**src/rtl/handshake_pkg.sv**
```systemverilog
// Shared definitions for the handshake dataflow units.
package handshake_pkg;

  // Smallest storage depth any handshake buffer may be built with.
  localparam int HS_MIN_SLOTS = 1;

  // Ceiling log2, never below 1 so a single-entry structure still gets a 1-bit index.
  function automatic int clog2(input int value);
    int result;
    int rem;
    result = 0;
    rem = value - 1;
    while (rem > 0) begin
      result = result + 1;
      rem = rem >> 1;
    end
    if (result < 1) result = 1;
    return result;
  endfunction

endpackage

```
**src/rtl/handshake_fifo_mem.sv**
```systemverilog
// Register array with one synchronous write port and one asynchronous read port.
module handshake_fifo_mem
  import handshake_pkg::*;
#(
  parameter int DATA_WIDTH = 32,
  parameter int DEPTH      = 4,
  parameter int ADDR_WIDTH = clog2(DEPTH)
) (
  input  logic                  clk,
  input  logic                  wr_en,
  input  logic [ADDR_WIDTH-1:0] wr_addr,
  input  logic [DATA_WIDTH-1:0] wr_data,
  input  logic [ADDR_WIDTH-1:0] rd_addr,
  output logic [DATA_WIDTH-1:0] rd_data
);

  logic [DATA_WIDTH-1:0] mem [DEPTH];

  // Write the addressed slot; contents are deliberately never reset.
  always_ff @(posedge clk) begin
    if (wr_en) mem[wr_addr] <= wr_data;
  end

  assign rd_data = mem[rd_addr];

endmodule

```
**src/rtl/handshake_elastic_fifo.sv**
```systemverilog
// Elastic FIFO between valid/ready channels; both ready and valid are driven
// from registered flags only, so no combinational path crosses the buffer.
module handshake_elastic_fifo
  import handshake_pkg::*;
#(
  parameter int DATA_WIDTH = 32,
  parameter int NUM_SLOTS  = 4
) (
  input  logic                  clk,
  input  logic                  rst,
  input  logic [DATA_WIDTH-1:0] ins,
  input  logic                  ins_valid,
  output logic                  ins_ready,
  output logic [DATA_WIDTH-1:0] outs,
  output logic                  outs_valid,
  input  logic                  outs_ready
);

  localparam int DEPTH = (NUM_SLOTS < HS_MIN_SLOTS) ? HS_MIN_SLOTS : NUM_SLOTS;
  localparam int PTR_W = clog2(DEPTH);
  localparam int CNT_W = clog2(DEPTH + 1);
  localparam logic [PTR_W-1:0] LAST_PTR = PTR_W'(DEPTH - 1);
  localparam logic [CNT_W-1:0] FULL_CNT = CNT_W'(DEPTH);

  logic [PTR_W-1:0] wr_ptr;
  logic [PTR_W-1:0] rd_ptr;
  logic [CNT_W-1:0] count;
  logic [CNT_W-1:0] count_nxt;
  logic             empty_q;
  logic             full_q;
  logic             push;
  logic             pop;

  // Ready/valid are gated by reset so nothing transfers while reset is held.
  assign ins_ready  = !full_q && rst;
  assign outs_valid = !empty_q && rst;
  assign push       = ins_valid && ins_ready;
  assign pop        = outs_valid && outs_ready;

  handshake_fifo_mem #(
    .DATA_WIDTH (DATA_WIDTH),
    .DEPTH      (DEPTH),
    .ADDR_WIDTH (PTR_W)
  ) u_mem (
    .clk     (clk),
    .wr_en   (push),
    .wr_addr (wr_ptr),
    .wr_data (ins),
    .rd_addr (rd_ptr),
    .rd_data (outs)
  );

  // Occupancy after this cycle's transfers; a simultaneous push and pop cancel.
  always_comb begin
    count_nxt = count;
    if (push && !pop)      count_nxt = count + CNT_W'(1);
    else if (pop && !push) count_nxt = count - CNT_W'(1);
  end

  // Pointers wrap at DEPTH-1 so non-power-of-two depths work; flags are
  // registered from the next occupancy so they are valid at cycle start.
  always_ff @(posedge clk) begin
    if (!rst) begin
      wr_ptr  <= '0;
      rd_ptr  <= '0;
      count   <= '0;
      empty_q <= 1'b1;
      full_q  <= 1'b0;
    end else begin
      if (push) wr_ptr <= (wr_ptr == LAST_PTR) ? '0 : wr_ptr + PTR_W'(1);
      if (pop)  rd_ptr <= (rd_ptr == LAST_PTR) ? '0 : rd_ptr + PTR_W'(1);
      count   <= count_nxt;
      empty_q <= (count_nxt == '0);
      full_q  <= (count_nxt == FULL_CNT);
    end
  end

endmodule

```
**config.mk**
```make
export PLATFORM = sky130hd
export DESIGN_NAME = handshake_elastic_fifo
export DESIGN_NICKNAME = d
export VERILOG_FILES = /design/src/rtl/handshake_pkg.sv /design/src/rtl/handshake_fifo_mem.sv /design/src/rtl/handshake_elastic_fifo.sv
export SDC_FILE = /design/constraint.sdc
export NUM_CORES = 1
export LEC_CHECK = 0
export BUFFER_PORTS_ARGS = -buffer_cell sky130_fd_sc_hd__buf_2
export CAP_MARGIN = 0
export CORE_ASPECT_RATIO = 2
export CORE_MARGIN = 2
export CORE_UTILIZATION = 49
export CTS_CLUSTER_DIAMETER = 150
export CTS_CLUSTER_SIZE = 24
export DETAILED_ROUTE_END_ITERATION = 10
export PLACE_DENSITY = 0.72
export SETUP_SLACK_MARGIN = 0.1
export SLEW_MARGIN = 15
export SYNTH_ARGS = -nofsm -noshare
export SYNTH_HDL_FRONTEND = slang
export SYNTH_SLANG_ARGS = --single-unit
```
**constraint.sdc**
```tcl
create_clock -name clk -period 1.7 [get_ports clk]
set_input_delay 0.085 -clock clk [delete_from_list [all_inputs] [get_ports clk]]
set_output_delay 0.085 -clock clk [all_outputs]
set_load 0.01 [all_outputs]
```
After elaboration in Yosys (flattened, before gate mapping)
Memory sizes are Yosys's and may differ from the RTL's. A register that Yosys moved wholly into a read port is not among the register bits. Index checks and enable logic that the tools add are counted.

Bits of input ports: 36. Bits in writable memories: 128. Memories kept: 1. Register bits after elaboration: 9.

Eq/ne operators: 3. Reductions and logical operators: 11. Mux-type cells: 8. $add $sub $neg: 4.

Memories: u_mem.mem (words 4, width 32, rd ports 1, clocked after Yosys merged registers in 1, write ports 1, line handshake_fifo_mem.sv:17) `logic [DATA_WIDTH-1:0] mem [DEPTH];`.

Operator list (number): $mux 2 (4); $logic_and 1x1->1 (6); $mux 3 (2); $add 2x1->2 const B (2); $eq 2x2->1 const B (2); $logic_not 1->1 (4); $add 3x1->3 const B (1); $eq 3x3->1 const B (1); $logic_not 3->1 (1); $sub 3x1->3 const B (1); $mux 1 (2).

Depth between registers and ports, before layout
Gate-level depths: netlist of the first run.

Word-level depth: 8. Mapped depth: 6. Depth with buffers taken out: 6.

Hierarchy
From an unflattened synthesis of the first run, not the netlist that was laid out.

Cells, all modules: 225. Area total of the unflattened synthesis: 5192.5 sq um.

By module, submodules not included: handshake_fifo_mem (times used 1, sequential area each 3843.7 sq um, area an instance 4689.5 sq um, cells an instance 171); handshake_elastic_fifo (times used 1, sequential area each 180.2 sq um, area an instance 503.0 sq um, cells an instance 54).

Worst setup path after synthesis of the first run
No wires, ideal clock.

Kind: reg2reg. Start: register full_q. End: memory u_mem.mem[3][0] (enable). Buffers on the path: 1. Stages on the path, launching flop included: 4. Setup slack: -0.150 ns. Clock period less this slack: 1.850 ns. Arrival time: 1.458 ns. Required time: 1.308 ns. Path through: dfxtp_1 and3b_1 buf_6 and2_1.

Longest elaborated chain between the ends: 5.

Ends and longest elaborated chain: start, declared (line handshake_elastic_fifo.sv:30) `logic full_q;`; start signal, assigned (line handshake_elastic_fifo.sv:74) `full_q <= (count_nxt == FULL_CNT);`; $logic_not 1->1 (line handshake_elastic_fifo.sv:35) `assign ins_ready = !full_q && rst;`; $logic_and 1x1->1 (line handshake_elastic_fifo.sv:35); $logic_and 1x1->1 (line handshake_elastic_fifo.sv:37) `assign push = ins_valid && ins_ready;`; $mux 1 (line handshake_fifo_mem.sv:21) `if (wr_en) mem[wr_addr] <= wr_data;`; $mux 1 (implied by the code) (line handshake_fifo_mem.sv:21); end, declared (line handshake_fifo_mem.sv:17).

Every way passes these cells.

==> results.json, run 1 <==
{
  "status": "complete, but fails checks",
  "violations": "setup timing",
  "synth_common_cells": "edfxtp_1, mux4_2, dfxtp_1",
  "dp_cells": 438,
  "areaGrowthSynthToFinish_pct": 31.3,
  "portBuffers": 69,
  "hold_violations": 0,
  "fillCellCount": 752,
  "ys_ff_latch": 139,
  "power_leakage_nw": 2.37,
  "grt_pass1_vias": 2849,
  "synth_nets": 275,
  "wl_per_cell_um": 18.1,
  "row_count": 53,
  "num_vias": 2605,
  "dp_hpwl_um": 5340,
  "cts.path.max_buffers": 2,
  "drive_gt1_frac": 0.404,
  "fin_setup_tns_ns": -0.972,
  "hp-class": "input pin to register",
  "insertion_delay_ns": 0.40,
  "clk_pin_slew_ns": 0.06,
  "grt_max_degree": 33,
  "setup_violations": 32,
  "synth_top_area_cell": "edfxtp_1",
  "h-tree-depth": 4,
  "cts_tree": "built",
  "yosysWarnings": 0,
  "maxCapViolCount": 0,
  "ys_seq_area_frac": 0.778,
  "core_um2": 10500,
  "synth-edff-count": 128,
  "cellPowerDensity_nw_per_um2": 1160,
  "arrival_ns": 1.67,
  "root_buffer": "clkbuf_16",
  "path_max_fanout": 11,
  "clkSinkCount": 139,
  "fin_util": 0.655,
  "drt-total-wl_um": 9120,
  "slew_violations": 0,
  "synth_area_leaders": "edfxtp_1, mux4_2, dfxtp_1",
  "ant_nets": 0,
  "syn_area_um2": 5230,
  "required_ns": 1.62,
  "setup.worst_path.end_class": "output pin",
  "die_y_um": 150,
  "min_path_cells": 2,
  "ir_drop_v": 0.00105,
  "drt-initial-drc-count": 153,
  "gp_congestion": 0.698,
  "die_w_um": 77.0,
  "start_util": 0.499,
  "drc": 0,
  "setup_ws_ns": -0.0598,
  "crit_slowest_cell": "mux4_2",
  "grt_pass1_wl_um": 14300,
  "finClkSkew_ns": 0.00400,
  "cts_setup_buffers": 0,
  "antennaDiodeCount": 0,
  "worst_hold_slack_ns": 0.0488,
  "synthFlopType": "edfxtp_1",
  "max_slew.worst_pin.slew_ns": 0.396,
  "clock.fmax_mhz": 568,
  "synth.distinct_cells": 30,
  "period_share": 1.04,
  "layout.nets": 396,
  "dr.pass1.iters": 4,
  "startpoint_type": "register",
  "fin_crit_ns": 1.76,
  "cts_buffers": 17,
  "dieArea_um2": 11600,
  "avgViaCountPerCell": 5.18,
  "path_class": "register to output pin",
  "synth_top_area_share": 0.736,
  "netlist_instances": 232,
  "num_io_pins": 70,
  "grtUsageTotal": 0.170,
  "maxSlewHeadroom": 0.736,
  "gr-total-overflow": 0,
  "dp_slack_ns": 0.0850,
  "critical-path-max-stage-delay_ns": 0.54,
  "post-synth-top-count-cell": "edfxtp_1",
  "antenna_found_initial": 0,
  "crit_path_cell_trace": "buf_12, mux4_2, buf_6",
  "instances_no_fill": 503,
  "rsz0062_at_grt": "yes",
  "async_flop_share": 0,
  "r2r_cells": 4,
  "avgSynthCellArea_um2": 22.5
}
[state kept, by name (all words and copies together), names as in the netlist, named ones only]
| name | flops |
|---|---|
| u_mem.mem | 128 |
| count | 3 |
| rd_ptr | 2 |
| wr_ptr | 2 |
| empty_q | 1 |
| full_q | 1 |
[cell type report]
cell class	instances	area, µm²	area share
timing repair buffer	112	962	0.140
inverter	4	15.0	0.00219
clock buffer	20	437	0.0636
clock inverter	12	81.3	0.0119
multi-input combinational	79	1130	0.164
tap	137	171	0.0250
sequential	139	4070	0.593
[report_power, final]
| part | internal [mW] | switching, mW | leakage (nW) |
|---|---|---|---|
| Clock | 1.96 | 1.22 | 0.246 |
| Sequential | 3.88 | 0.0518 | 1.25 |
| Combinational | 0.484 | 0.386 | 0.873 |
| Total | 6.33 | 1.65 | 2.37 |
[stage by stage]
stage | instance area [µm²] | total power [mW]
2_1_floorplan | 5230 | 4.41
3_3_place_gp | 5830 | 4.67
4_1_cts | 6800 | 8.01
5_1_grt | 6860 | 8.25
6_report | 6860 | 7.98
3_5_place_dp | 5830 | 4.69
[cells by family (layout without fill, tap and decap cells)]
logic type	after synthesis	after routing	synth area share
flops	139	139	0.778
mux	32	32	0.138
xor+xnor	2	2	0.00695
simple gates	31	31	0.0354
buf+inv	14	148	0.0139
compound gates	7	7	0.0113
fa+ha+maj	7	7	0.0168
[final timing paths]
path	from	endpoint	slack [ns]
worst max-delay path	register	outs[20]	-0.06
worst max register to register	empty_q$_SDFF_PN1_	count[2]$_SDFF_PN0_	0.24
worst min register to register	rd_ptr[1]$_SDFFE_PN0N_	register	0.48
worst min-delay path	rst	empty_q$_SDFF_PN1_	0.05
[cells in the final DEF (no fill, tap or decap), types with 2 or more instances in the layout]
| cell | n |
|---|---|
| clkbuf_16 | 17 |
| ha_1 | 6 |
| buf_12 | 6 |
| dfxtp_1 | 8 |
| nand3_1 | 5 |
| inv_1 | 4 |
| clkinv_2 | 2 |
| nor2b_1 | 3 |
| clkbuf_1 | 3 |
| buf_6 | 19 |
| nand2_1 | 5 |
| nor2_1 | 2 |
| edfxtp_1 | 128 |
| o31ai_1 | 2 |
| mux4_2 | 32 |
| nand3b_1 | 2 |
| dfxtp_2 | 2 |
| clkinv_1 | 7 |
| and3b_1 | 2 |
| and2_2 | 4 |
| buf_4 | 4 |
| buf_2 | 50 |
| dlygate4sd3_1 | 32 |
| clkinvlp_4 | 2 |
[repair_timing]
action                                 in CTS  in global routing
gates cloned                                1                  0
endpoints found under the hold margin     128                  0
gates resized for setup                    19                 10
hold buffers                               32                  0
setup endpoints to repair                  33                 34
[per-layer routing]
layer	up-vias	share of wire	global-route usage
met1	1324	0.36	0.180
met4	0	0.020	0.0696
met2	67	0.58	0.314
met3	14	0.040	0.0513
met5	-	0	0
li1	1200	-	-
[critical path, delay by kind of cell (launching register included)]
kind,cells,cell delay [ns]
flops,1,0.41
mux,1,0.54
buf+inv,2,0.31
(Power assumes the default switching activity.)
==> run 2: changes to the inputs <==
--- a/config.mk
+++ b/config.mk
@@ -18,4 +18,6 @@
 export SLEW_MARGIN = 15
 export SYNTH_ARGS = -nofsm -noshare
 export SYNTH_HDL_FRONTEND = slang
+export SYNTH_HIERARCHICAL = 1
 export SYNTH_SLANG_ARGS = --single-unit
+export TNS_END_PERCENT = 1
==> run 2 against run 1 <==
Compared with the run above: the flow still finishes with violations (setup timing); routed wire length is 1.3% lower; maximum frequency is 1.4% lower; power is 3.6% higher; combinational power is 6.0% lower; clock power is 13% higher; non-clock buffer count stayed put; worst hold slack worse by 0.0012 ns; critical endpoint unchanged; clock-buffer cell count is 1 lower.
==> results.json, run 2 <==
{
  "status": "complete, but fails checks",
  "violations": "setup timing",
  "r2r_cells": 6,
  "max_slew.worst_pin.slew_ns": 0.303,
  "startpoint_type": "register",
  "hold_violations": 0,
  "grt_pass1_wl_um": 14200,
  "ys_seq_area_frac": 0.775,
  "critical-path-max-stage-delay_ns": 0.55,
  "grtUsageTotal": 0.171,
  "row_count": 53,
  "path_class": "register to output pin",
  "synth_common_cells": "edfxtp_1, mux4_2, dfxtp_1",
  "layout_commonest_cell": "edfxtp_1",
  "r2r_end": "empty_q$_SDFF_PN1_",
  "slew_violations": 0,
  "synth_top_area_share": 0.740,
  "finClkSkew_ns": 0.00587,
  "ant_nets": 0,
  "dr.pass1.iters": 4,
  "crit_slowest_cell": "mux4_2",
  "dp_hpwl_um": 5270,
  "crit_buf_inv": 2,
  "yosysWarnings": 6,
  "antenna_found_initial": 0,
  "async_flop_share": 0,
  "portBuffers": 69,
  "power_leakage_nw": 2.40,
  "grt_pass1_vias": 2769,
  "gr-total-overflow": 0,
  "placed_area_um2": 5780,
  "syn_area_um2": 5190,
  "synth_top_area_cell": "edfxtp_1",
  "drc": 0,
  "arrival_ns": 1.70,
  "h-tree-depth": 4,
  "fin_crit_ns": 1.79,
  "clk_pin_slew_ns": 0.05,
  "drt-initial-drc-count": 135,
  "setup_violations": 31,
  "rsz0062_at_grt": "yes",
  "grt_max_degree": 33,
  "synth_area_leaders": "edfxtp_1, mux4_2, dfxtp_1",
  "clock.fmax_mhz": 560,
  "start_util": 0.499,
  "hp-class": "input pin to register",
  "ys_ff_latch": 137,
  "r2r_start": "count[0]$_SDFF_PN0_",
  "top_regs": "u_mem/mem x128, count x3",
  "ir_drop_v": 0.00101,
  "num_io_pins": 70,
  "avgViaCountPerCell": 5.25,
  "startpoint": "rd_ptr[0]$_SDFFE_PN0P_",
  "period_share": 1.05,
  "layout_common_cells": "edfxtp_1, buf_2, dlygate4sd3_1",
  "final_cell_area_um2": 6860,
  "synthFlopType": "edfxtp_1",
  "antennaDiodeCount": 0,
  "setup.worst_path.end_class": "output pin",
  "avgSynthCellArea_um2": 23.1,
  "num_vias": 2614,
  "synth-edff-count": 128,
  "regMostFlops": "u_mem/mem",
  "maxCapViolCount": 0,
  "synth.distinct_cells": 34,
  "cts.path.max_buffers": 2,
  "drive_gt1_frac": 0.424,
  "crit_cells": 3,
  "cellPowerDensity_nw_per_um2": 1210,
  "netlist_instances": 225,
  "required_ns": 1.62,
  "synth_nets": 265,
  "gp_congestion": 0.725,
  "cts_tree": "built",
  "setup_ws_ns": -0.0850,
  "areaGrowthSynthToFinish_pct": 32.0,
  "maxSlewHeadroom": 0.797,
  "drt-total-wl_um": 9000,
  "clkSinkCount": 137,
  "insertion_delay_ns": 0.40,
  "layout.nets": 388,
  "r2r_setup_slack_ns": 0.25,
  "die_w_um": 76.8,
  "root_buffer": "clkbuf_16",
  "worst_hold_slack_ns": 0.0476,
  "core_um2": 10400,
  "dp_slack_ns": 0.122,
  "crit_path_cell_trace": "buf_12, mux4_2, buf_6",
  "cts_buffers": 17,
  "post-synth-top-count-cell": "edfxtp_1",
  "crit_end": "outs[20]",
  "die_y_um": 150,
  "dieArea_um2": 11500,
  "largest_register_ffs": 128,
  "path_max_fanout": 10,
  "cp_top_family": "multiplexers",
  "wl_per_cell_um": 18.1
}
run 2: per-stage QoR:
step           cells  power, mW  utilization  TNS (ns)
2_1_floorplan    225       4.35            -    -19.16
3_3_place_gp     433       4.58        0.555         0
3_5_place_dp     433       4.61        0.555         0
4_1_cts          498       8.30        0.651     -2.15
5_1_grt          498       8.56        0.658     -3.34
6_report         498       8.27        0.658     -1.20
run 2: area by class of cell:
cell class	instances	area [µm²]
inverter	3	13.8
clock inverter	13	153
fill	717	3560
sequential	137	4030
clock buffer	19	433
multi-input combinational	77	1090
timing repair buffer	112	966
tap	137	171
run 2: metal layers:
| metal | global-route usage | routed length, µm |
|---|---|---|
| met5 | 0 | 0 |
| met4 | 0.0764 | 137 |
| met3 | 0.0609 | 410 |
| met2 | 0.304 | 5090 |
| met1 | 0.180 | 3360 |
run 2: worst min-delay path: cells and delay by family:
kind	cells	cell delay [ns]
AOI/OAI and AO/OA	1	0.08
buffers and inverters	1	0.11
and+or+nand+nor	1	0.13
run 2: worst min path at each step:
stage	startpoint	to	slack, ns	cells past startpoint
2_1_floorplan	ins[0]	u_mem/mem[0][0]$_DFFE_PP_	0.18	0
3_3_place_gp	ins[9]	u_mem/mem[3][9]$_DFFE_PP_	0.30	1
3_5_place_dp	ins[20]	u_mem/mem[3][20]$_DFFE_PP_	0.30	1
4_1_cts	ins_valid	wr_ptr[0]$_SDFFE_PN0P_	0.04	3
5_1_grt	ins_valid	wr_ptr[0]$_SDFFE_PN0P_	0.05	3
6_report	ins_valid	wr_ptr[0]$_SDFFE_PN0P_	0.05	3
run 2: timing repair:
| action | 4_1_cts | 5_1_grt |
|---|---|---|
| hold endpoints to repair | 128 | 0 |
| hold buffers | 32 | 0 |
| gates cloned | 1 | 0 |
| resized for setup | 14 | 11 |
| setup buffers | 0 | 0 |
| setup endpoints to repair | 33 | 34 |
| pin swaps | 0 | 1 |
run 2: logic make-up (layout without fill, tap and decap cells):
logic type / after synthesis / count (layout) / synth area share
adder cells (fa/ha/maj): 4 / 4 / 0.00964
AND/OR/NAND/NOR: 31 / 31 / 0.0386
multiplexers: 32 / 32 / 0.140
AO/OA/AOI/OAI: 9 / 9 / 0.0140
flip-flops: 137 / 137 / 0.775
XOR/XNOR: 1 / 1 / 0.00169
buffers and inverters: 11 / 147 / 0.0210
run 2: power by group:
part           internal, mW  total [mW]  switching, mW  leakage (nW)
logic                 0.461       0.819          0.358         0.888
registers              3.82        3.87         0.0515          1.24
clock network          2.29        3.58           1.29         0.278
